===== src/rtl/fetch_stage_pkg.sv =====
// Shared types and constants for the instruction-fetch stage.
package fetch_stage_pkg;

  localparam int ADDR_W_DEF = 16;
  localparam int INST_W     = 16;
  localparam int OP_HI      = 15;
  localparam int OP_LO      = 12;

  localparam logic [3:0]        OP_HALT  = 4'b1111;
  localparam logic [INST_W-1:0] NOP_INST = 16'h0000;

  typedef logic [ADDR_W_DEF-1:0] addr_t;
  typedef logic [INST_W-1:0]     block_t;

  typedef struct packed {
    addr_t  pc;
    block_t inst;
  } Inst;

  typedef enum logic [1:0] {
    S_FETCH = 2'd0,
    S_HOLD  = 2'd1,
    S_DROP  = 2'd2,
    S_HALT  = 2'd3
  } fetch_state_t;

  function automatic logic is_halt(input logic [INST_W-1:0] word);
    return word[OP_HI:OP_LO] == OP_HALT;
  endfunction

endpackage


===== src/rtl/fetch_skid_buffer.sv =====
// One-entry {pc, inst} hold register that parks a word fetched while decode stalls.
module fetch_skid_buffer
  import fetch_stage_pkg::*;
#(
  parameter int ADDR_W = 16
) (
  input  logic              clk,
  input  logic              rst,
  input  logic              load,
  input  logic              clear,
  input  logic [ADDR_W-1:0] load_pc,
  input  logic [15:0]       load_inst,
  output logic              valid,
  output logic [ADDR_W-1:0] pc,
  output logic [15:0]       inst
);

  // clear wins over load: a redirect must never leave a stale word parked
  always_ff @(posedge clk or negedge rst) begin
    if (!rst) begin
      valid <= 1'b0;
      pc    <= '0;
      inst  <= NOP_INST;
    end else if (clear) begin
      valid <= 1'b0;
    end else if (load) begin
      valid <= 1'b1;
      pc    <= load_pc;
      inst  <= load_inst;
    end
  end

endmodule


===== src/rtl/fetch_stage.sv =====
// Instruction-fetch stage: owns the PC, talks to imem, feeds decode one {pc, inst} per cycle.
// Optional macro FETCH_PERF_EN adds saturating perf_fetched / perf_flushed counters.
module fetch_stage
  import fetch_stage_pkg::*;
#(
  parameter int              ADDR_W   = 16,
  parameter logic [ADDR_W-1:0] RESET_PC = '0
) (
  input  logic                 clk,
  input  logic                 rst,
  input  logic                 do_branch,
  input  logic [ADDR_W-1:0]    branch_address,
  input  logic                 do_jump,
  input  logic [ADDR_W-1:0]    jump_address,
  input  logic                 stall,
  output logic                 imem_req,
  output logic [ADDR_W-1:0]    imem_addr,
  input  logic                 imem_ack,
  input  logic [15:0]          imem_rdata,
  output logic [ADDR_W+15:0]   to_inst,
  output logic                 halted,
  output logic [1:0]           state_dbg
`ifdef FETCH_PERF_EN
  ,
  output logic [31:0]          perf_fetched,
  output logic [31:0]          perf_flushed
`endif
);

  // imem handshake: a transfer happens in any cycle where imem_req && imem_ack;
  // imem_addr stays stable while imem_req is high and no ack has been seen.
  fetch_state_t        state, state_nxt;
  logic [ADDR_W-1:0]   pc, pc_nxt;
  logic [ADDR_W-1:0]   drop_addr, drop_addr_nxt;
  logic [ADDR_W+15:0]  to_inst_nxt;
  logic                req_int, ack, redirect;
  logic [ADDR_W-1:0]   target;
  logic                skid_load, skid_clear, skid_valid;
  logic [ADDR_W-1:0]   skid_pc;
  logic [15:0]         skid_inst;
  logic                issue, flush;

  assign redirect = do_branch | do_jump;
  assign target   = do_branch ? branch_address : jump_address;
  assign ack      = imem_ack & req_int;

  fetch_skid_buffer #(.ADDR_W(ADDR_W)) u_skid (
    .clk       (clk),
    .rst       (rst),
    .load      (skid_load),
    .clear     (skid_clear),
    .load_pc   (pc),
    .load_inst (imem_rdata),
    .valid     (skid_valid),
    .pc        (skid_pc),
    .inst      (skid_inst)
  );

  always_ff @(posedge clk or negedge rst) begin
    if (!rst) state <= S_FETCH;
    else      state <= state_nxt;
  end

  always_comb begin
    state_nxt = state;
    case (state)
      S_FETCH: begin
        if (redirect)                         state_nxt = ack ? S_FETCH : S_DROP;
        else if (ack && stall)                state_nxt = S_HOLD;
        else if (ack && is_halt(imem_rdata))  state_nxt = S_HALT;
      end
      S_HOLD: begin
        if (redirect)    state_nxt = S_FETCH;
        else if (!stall) state_nxt = is_halt(skid_inst) ? S_HALT : S_FETCH;
      end
      S_DROP:  if (ack)      state_nxt = S_FETCH;
      S_HALT:  if (redirect) state_nxt = S_FETCH;
      default:               state_nxt = S_FETCH;
    endcase
  end

  // Request is dropped combinationally by reset so an in-flight access dies at once.
  always_comb begin
    req_int   = (state == S_FETCH) || (state == S_DROP);
    imem_req  = rst & req_int;
    imem_addr = (state == S_DROP) ? drop_addr : pc;
    halted    = (state == S_HALT);
    state_dbg = state;
  end

  always_comb begin
    pc_nxt        = pc;
    drop_addr_nxt = drop_addr;
    to_inst_nxt   = {pc, NOP_INST};
    skid_load     = 1'b0;
    skid_clear    = 1'b0;
    issue         = 1'b0;
    flush         = 1'b0;
    case (state)
      S_FETCH: begin
        if (redirect) begin
          pc_nxt        = target;
          drop_addr_nxt = pc;
          skid_clear    = 1'b1;
          flush         = ack;
        end else if (stall) begin
          to_inst_nxt = to_inst;
          if (ack) begin
            skid_load = 1'b1;
            pc_nxt    = pc + 1'b1;
          end
        end else if (ack) begin
          to_inst_nxt = {pc, imem_rdata};
          pc_nxt      = pc + 1'b1;
          issue       = 1'b1;
        end
      end
      S_HOLD: begin
        if (redirect) begin
          pc_nxt     = target;
          skid_clear = 1'b1;
        end else if (stall) begin
          to_inst_nxt = to_inst;
        end else begin
          to_inst_nxt = {skid_pc, skid_inst};
          skid_clear  = 1'b1;
          issue       = skid_valid;
        end
      end
      S_DROP: begin
        if (redirect) pc_nxt = target;
        flush = ack;
      end
      S_HALT: begin
        if (redirect) pc_nxt = target;
      end
      default: ;
    endcase
  end

  always_ff @(posedge clk or negedge rst) begin
    if (!rst) begin
      pc        <= RESET_PC;
      drop_addr <= '0;
      to_inst   <= '0;
    end else begin
      pc        <= pc_nxt;
      drop_addr <= drop_addr_nxt;
      to_inst   <= to_inst_nxt;
    end
  end

`ifdef FETCH_PERF_EN
  always_ff @(posedge clk or negedge rst) begin
    if (!rst) begin
      perf_fetched <= '0;
      perf_flushed <= '0;
    end else begin
      if (issue && perf_fetched != 32'hFFFF_FFFF) perf_fetched <= perf_fetched + 32'd1;
      if (flush && perf_flushed != 32'hFFFF_FFFF) perf_flushed <= perf_flushed + 32'd1;
    end
  end
`else
  logic unused_perf;
  assign unused_perf = issue ^ flush;
`endif

endmodule


===== config.mk =====
export PLATFORM = sky130hd
export DESIGN_NAME = fetch_stage
export DESIGN_NICKNAME = d
export VERILOG_FILES = /design/src/rtl/fetch_stage_pkg.sv /design/src/rtl/fetch_skid_buffer.sv /design/src/rtl/fetch_stage.sv
export SDC_FILE = /design/constraint.sdc
export NUM_CORES = 1
export LEC_CHECK = 0
export BUFFER_PORTS_ARGS = -buffer_cell sky130_fd_sc_hd__buf_2
export CORE_ASPECT_RATIO = 0.6
export CORE_MARGIN = 5
export CORE_UTILIZATION = 40
export CTS_CLUSTER_SIZE = 25
export DETAILED_ROUTE_END_ITERATION = 7
export GPL_TIMING_DRIVEN = 0
export PLACE_DENSITY = 0.66
export SYNTH_ARGS = -nofsm -noshare
export SYNTH_HDL_FRONTEND = slang
export SYNTH_SLANG_ARGS = --single-unit

===== constraint.sdc =====
create_clock -name clk -period 1.86 [get_ports clk]
set_input_delay 0.093 -clock clk [delete_from_list [all_inputs] [get_ports clk]]
set_output_delay 0.093 -clock clk [all_outputs]
set_load 0.1 [all_outputs]

==> results of run 1 <==
## worst max-delay path, cell delays in order (launching register included)
cell	delay, ns
dfrtp_4	0.48
buf_8	0.14
nor2_4	0.17
buf_8	0.18
mux2_4	0.34
buf_12	0.17
## report_power, final
group / switching [mW] / internal (mW) / leakage [nW]
Sequential: 0.454 / 2.81 / 1.19
Clock: 0.829 / 1.18 / 0.152
Combinational: 3.18 / 1.78 / 1.61
Total: 4.46 / 5.77 / 2.95
## area by class of cell
cell class                      instances  area [um^2]  share of cell area, %
Inverter                                7         30.0                  0.449
Tap cell                              165          206                   3.08
Multi-Input combinational cell        307         2360                   35.3
Buffer                                 32          226                   3.38
Clock buffer                            9          225                   3.37
Clock inverter                          6         90.1                   1.35
Timing Repair Buffer                  134         1090                   16.3
Sequential cell                        98         2460                   36.8
## cell usage in the layout, fill, tap and decap left out, types with 11 or more instances in the layout
cell | netlist | layout
mux2_2 | 43 | 30
mux2i_1 | 26 | 26
buf_2 | 17 | 95
nand2_1 | 58 | 56
mux2_1 | 14 | 14
o21ai_1 | 24 | 25
mux2_4 | 0 | 13
buf_12 | 0 | 18
a21oi_1 | 18 | 17
buf_6 | 1 | 11
buf_4 | 2 | 16
a22oi_1 | 17 | 15
dfrtp_1 | 98 | 95
o21ai_0 | 27 | 23
## metrics by stage
step	instances	hold WS (ns)	instance area [um^2]
after floorplan	448	-0.203	4930
after global placement	716	0.331	5650
after detailed placement	717	0.0838	5680
after CTS	755	0.00393	6530
after global routing	758	0.0117	6690
final	758	0.00936	6690
## worst max path at each step
| stage | start | endpoint | slack (ns) | depth (start not counted) |
|---|---|---|---|---|
| final | state_dbg[0] | imem_addr[6] | -0.07 | 5 |
| after global routing | state_dbg[0] | imem_addr[6] | -0.12 | 5 |
| after CTS | state_dbg[0] | imem_addr[10] | -0.08 | 5 |
| after detailed placement | state_dbg[1] | to_inst[28] | -0.21 | 7 |
| after global placement | rst | imem_req | -0.83 | 3 |
| after floorplan | state_dbg[1] | imem_addr[10] | -0.02 | 5 |
## cells in the mapped netlist, drive strengths merged
cell	instances	share of area, %
dfrtp	98	51
nand2	58	4.5
mux2	57	13
o21ai	51	5.3
mux2i	26	5.4
buf	20	2.3
a21oi	18	1.9
a22oi	17	2.7
nor2	17	1.7
clkbuf	16	1.3
inv	7	0.55
nand3	7	0.83
nand4	6	0.78
nor4	6	1.1
a211oi	5	0.78
o31ai	5	0.78
a311oi	3	0.68
a31oi	3	0.39
and3	2	0.26
and4	2	0.36
nor2b	2	0.26
nor3	2	0.21
nor3b	2	0.42
o21bai	2	0.31
a221oi	1	0.18
a2bb2oi	1	0.18
a31o	1	0.18
a32oi	1	0.18
a41o	1	0.21
ha	1	0.26
nand2b	1	0.13
o221ai	1	0.18
o22a	1	0.18
o22ai	1	0.13
o2bb2ai	1	0.18
o32ai	1	0.18
or2	1	0.13
or3b	1	0.18
or4	1	0.16
xor2	1	0.18
## state kept, by name (all words and copies together), names as in the netlist
| register | cells |
|---|---|
| drop_addr | 16 |
| state_dbg | 2 |
| pc | 16 |
| to_inst | 32 |
| u_skid.inst | 16 |
| u_skid.pc | 16 |
## routing by layer
layer / share of wire, % / wire [um] / global-route usage (%)
met1: 47 / 6460 / 27.4
met2: 45 / 6270 / 31.1
met3: 6.9 / 955 / 5.08
met4: 1.0 / 139 / 3.21
met5: 0 / 0 / 0
## logic make-up (layout without fill, tap and decap cells)
| kind of cell | after synthesis | in the layout | synth area share [%] |
|---|---|---|---|
| AO/OA/AOI/OAI | 114 | 114 | 14.6 |
| AND/OR/NAND/NOR | 108 | 108 | 11.0 |
| flip-flops | 98 | 98 | 51.0 |
| multiplexers | 83 | 83 | 18.8 |
| buffers and inverters | 43 | 188 | 4.11 |
| adder cells (fa/ha/maj) | 1 | 1 | 0.260 |
| XOR/XNOR | 1 | 1 | 0.182 |
## timing repair
item | in CTS | in global routing
gates resized for setup | 89 | 33
endpoints found under the setup margin | 68 | 81
setup buffers | 13 | 6
gates cloned | 0 | 0
pin swaps | 2 | 8
hold buffers | 11 | 0
endpoints found under the hold margin | 43 | 0
==> metrics, run 1 <==
maximum vdd ir drop=around 1.2 mV; initial antenna violation count=0; Pwr Density=1530 nW/um^2; Setup WS pre-CTS=-0.209 ns; status=finished with violations; hold wc startpoint=imem_rdata[1]; global-route wire length before repair=approximately 22 mm; final worst-path cycle share=104%; Die ar.=~14000 um^2; core area=11900 um^2; drt total wl=13.8 mm; Post-route DRC=0; Startpoint Class=flop; number of max-cap violations=0; Hold Violations, Final=0; Worst-Skew Late Latency=roughly 0.34 ns; GR Overflow Total=0; syn avg cell area=10.7 um^2; vias in the first global route=4117; IO Count=between 100 and 150; clk sink count=98; final setup margin=-0.0742 ns; via count=4059; H-Tree Depth=3; CP required=1.77 ns; TritonCTS clock tree=built; CTS root buf=clkbuf_16; Total GRT Usage=19.5%; final slew viol count=0; fin crit period=1.93 ns; layout cells sized above 1=between 40% and 50%; Worst Hold End=u_skid.inst[1]; Tot Pwr=10.2 mW; Worst R2R Setup Slack=-0.03 ns; remaining antenna violation count=0; chip width=151 um; Worst-path clk slew=~0.07 ns; f_max=approximately 520 MHz; final core occ=56.2%; RR Endpoint=pc[7]; mapped cell area=4800 um^2; Max clock buf depth=2; fill cell count=1057; routed vias/inst=between 5 and 6; unrepaired setup endpoints after global routing=true; Final setup viols=15; Worst R2R Start=state_dbg[0]; kind of end point of the critical path=output pin; final setup TNS=-0.837 ns; largest net degree at the start of global routing=66; Die Span Y=94.9 um; synth warn=0; P&R area growth vs syn=39.3%; post-synthesis register bit count=98; detailed router's first-iteration violation count=226; Slew @ Worst Pin=between 0.6 and 0.7 ns; final net count=644; hold crit path type=in2reg; part of the Yosys area used for sequential elements=roughly half; WL/cell=between 15 and 20 um; violated checks=setup timing; Starting Density=40.3%; CP Data Arrival Time=1.84 ns; drt first pass iters=5; Mapped Cells=448; DP HPWL=9.99 mm; syn_nets=503; Relative slew margins=about 60%; WS Path Type=reg2out; P_leak=2.95 nW; CTS buffer count=9; R2R cell count=6; number of inserted diodes=0; FP Rows=31; IO Port Bufs=just over 100; Final Skew=0.00671 ns; CP Max Fanout=8; post-synth cell types=50; hold depth=2; GPL Wtd Cong=0.864
(Power assumes the default switching activity.)
==> run 2, diff against run 1 <==
- PLACE_DENSITY: 0.66 -> 0.68
- clock period: 1.86 -> 1.74 ns (I/O delays scaled with it)
==> run 2 against run 1 <==
  * The flow still finishes with violations (setup timing)
  * Critical endpoint is now imem_addr[5]
  * Clock-buffer cell count rose by 1
  * Total power up 11%
  * Sequential cell count did not move
  * Largest power group unchanged
  * Via count up 9.6%
  * Clock power decreased by 4%
==> metrics, run 2 (synthesized netlist as in run 1, its figures left out) <==
routed vias/inst=5.57 (+4.0%); vias in the first global route=4218 (+2.5%); most common cell after layout, fill and taps aside=buf_2; layout cells sized above 1=53.5% (+13 points); Pwr Density=1510 nW/um^2 (-0.95%); drt first pass iters=4 (-1); initial antenna violation count=0 (unchanged); FP Rows=31 (unchanged); Slew @ Worst Pin=0.675 ns (+0.0562 ns); global-route wire length before repair=22.6 mm (+4.6%); Crit path buffers/inverters=3 (unchanged); largest net degree at the start of global routing=72 (+9.1%); Worst R2R Setup Slack=-0.20 ns (-0.17 ns); chip width=151 um (unchanged); H-Tree Depth=3 (unchanged); final slew viol count=0 (unchanged); Clk pwr share=17.0% (-2.6 points); Seq pwr share=31.5% (-0.4 points); Max clock buf depth=2 (unchanged); IO Port Bufs=103 (unchanged); drt total wl=15.8 mm (+14%); Starting Density=40.3% (unchanged); final net count=684 (+6.2%); hold crit path type=in2reg; fin cells=799 (+5.4%); Final setup viols=112 (+97); clk sink count=98 (unchanged); Worst-path clk slew=0.07 ns (about the same); Placed Cells=717 (unchanged); final setup TNS=-15.64 ns (-14.80 ns); Die Span Y=94.9 um (unchanged); status=finished with violations; f_max=roughly 510 MHz; maximum vdd ir drop=1.21 mV (+2.8%); Die ar.=14400 um^2 (unchanged); P_leak=3.35 nW (+14%); max reg flops=32 (unchanged); DP HPWL=9.96 mm (-0.27%); CTS buffer count=9 (unchanged); final instance area=7500 um^2 (+12%); Multi-input gate area=2680 um^2 (+14%); WL/cell=19.7 um (+8.3%); core area=11900 um^2 (unchanged); CP top delay family=flip-flops; via count=4450 (+9.6%); commonest non-fill, non-tap cells in the layout=buf_2, dfrtp_1, nand2_1, o21ai_1; critical path's most frequent cell=buf_8; DP Area=5780 um^2 (+1.8%); Post-route DRC=0 (unchanged); Setup WS pre-CTS=-0.263 ns (-0.0543 ns); final setup margin=-0.226 ns (-0.152 ns); WS Path Type=reg2out; GR Overflow Total=0 (unchanged); Sw Ratio=44.5% (+0.95 points); kind of end point of the critical path=output pin; CP Data Arrival Time=1.88 ns (+0.04 ns); CTS root buf=clkbuf_16; Total GRT Usage=20.5% (+0.98 points); fin crit period=around 2.0 ns; number of max-cap violations=0 (unchanged); number of inserted diodes=0 (unchanged); P&R area growth vs syn=56.1%; Tot Pwr=11.4 mW (+11%); unrepaired setup endpoints after global routing=true; Logic pwr share=51.5% (+3.0 points); final worst-path cycle share=113%; TritonCTS clock tree=built; fill cell count=929 (-12%); CP Max Fanout=8 (unchanged); CP max-delay cell=dfrtp_4; GPL Wtd Cong=0.921 (+6.6%); P_int=6.30 mW (+9.2%); Worst path max stage delay=0.49 ns (about the same); remaining antenna violation count=0 (unchanged); Worst-Skew Late Latency=0.35 ns (about the same); FF/Latch Area=2460 um^2 (+0.15%); Most flops, register=to_inst; Relative slew margins=55.0% (-3.7 points); CP required=1.65 ns (-0.12 ns); Hold Violations, Final=0 (unchanged); Startpoint Class=flop; IO Count=106 (unchanged); final hold slack=0.0398 ns (+0.0304 ns); net switching power=5.06 mW (+13%); crit path cell chain=buf_8 > nor2_4 > buf_8 > mux2_4 > buf_12; Final Skew=0.0109 ns (+0.00417 ns); violated checks=setup timing; detailed router's first-iteration violation count=276 (+22%); final core occ=63.0% (+6.8 points)
==> run 2: cell count changes in the layout (fill, tap and decap cells not counted), sizes merged <==
cell	change
bufinv	-2
clkinv	+2
dlygate4sd3	+7
buf	+34
==> run 2: worst paths after layout <==
| kind | start | endpoint | cells after the start |
|---|---|---|---|
| setup / recovery | state_dbg[0] | imem_addr[5] | 5 |
| max in group asynchronous | rst | pc[1] | 3 |
| min in group asynchronous | rst | to_inst[5] | 3 |
| hold / removal | imem_rdata[15] | u_skid.inst[15] | 2 |
| hold reg to reg | to_inst[27] | to_inst[27] | 2 |
| setup reg to reg | state_dbg[0] | u_skid.inst[0] | 7 |
==> run 2: power by group through the flow <==
stage	sequential [mW]	clock (mW)	combinational (mW)
after floorplan	4.18	0	2.91
after global placement	3.40	0	4.41
after detailed placement	3.45	0	4.50
after CTS	3.50	1.97	5.45
after global routing	3.65	2.05	6.09
final	3.58	1.93	5.85
==> run 2: final cells by class <==
cell class                      count  area share (%)
Inverter                            7           0.400
Buffer                             27            3.39
Clock buffer                       10            3.19
Clock inverter                      6           0.634
Sequential cell                    98            32.9
Multi-Input combinational cell    307            35.7
Timing Repair Buffer              179            21.1
Tap cell                          165            2.75
==> run 2: per-layer routing <==
layer	part of all wire [%]	track usage, %	vias up
met5	0	0	-
met4	1.8	5.68	0
met3	6.7	4.80	35
met2	45	30.8	187
met1	46	29.7	2247
li1	-	-	1981
==> run 2: repair_timing <==
item | in CTS | in global routing
pin swaps | 13 | 56
buffers inserted | 18 | 33
hold buffers | 18 | 0
endpoints found under the hold margin | 43 | 0
setup endpoints to repair | 89 | 100
cloned | 3 | 4
gates resized for setup | 114 | 96
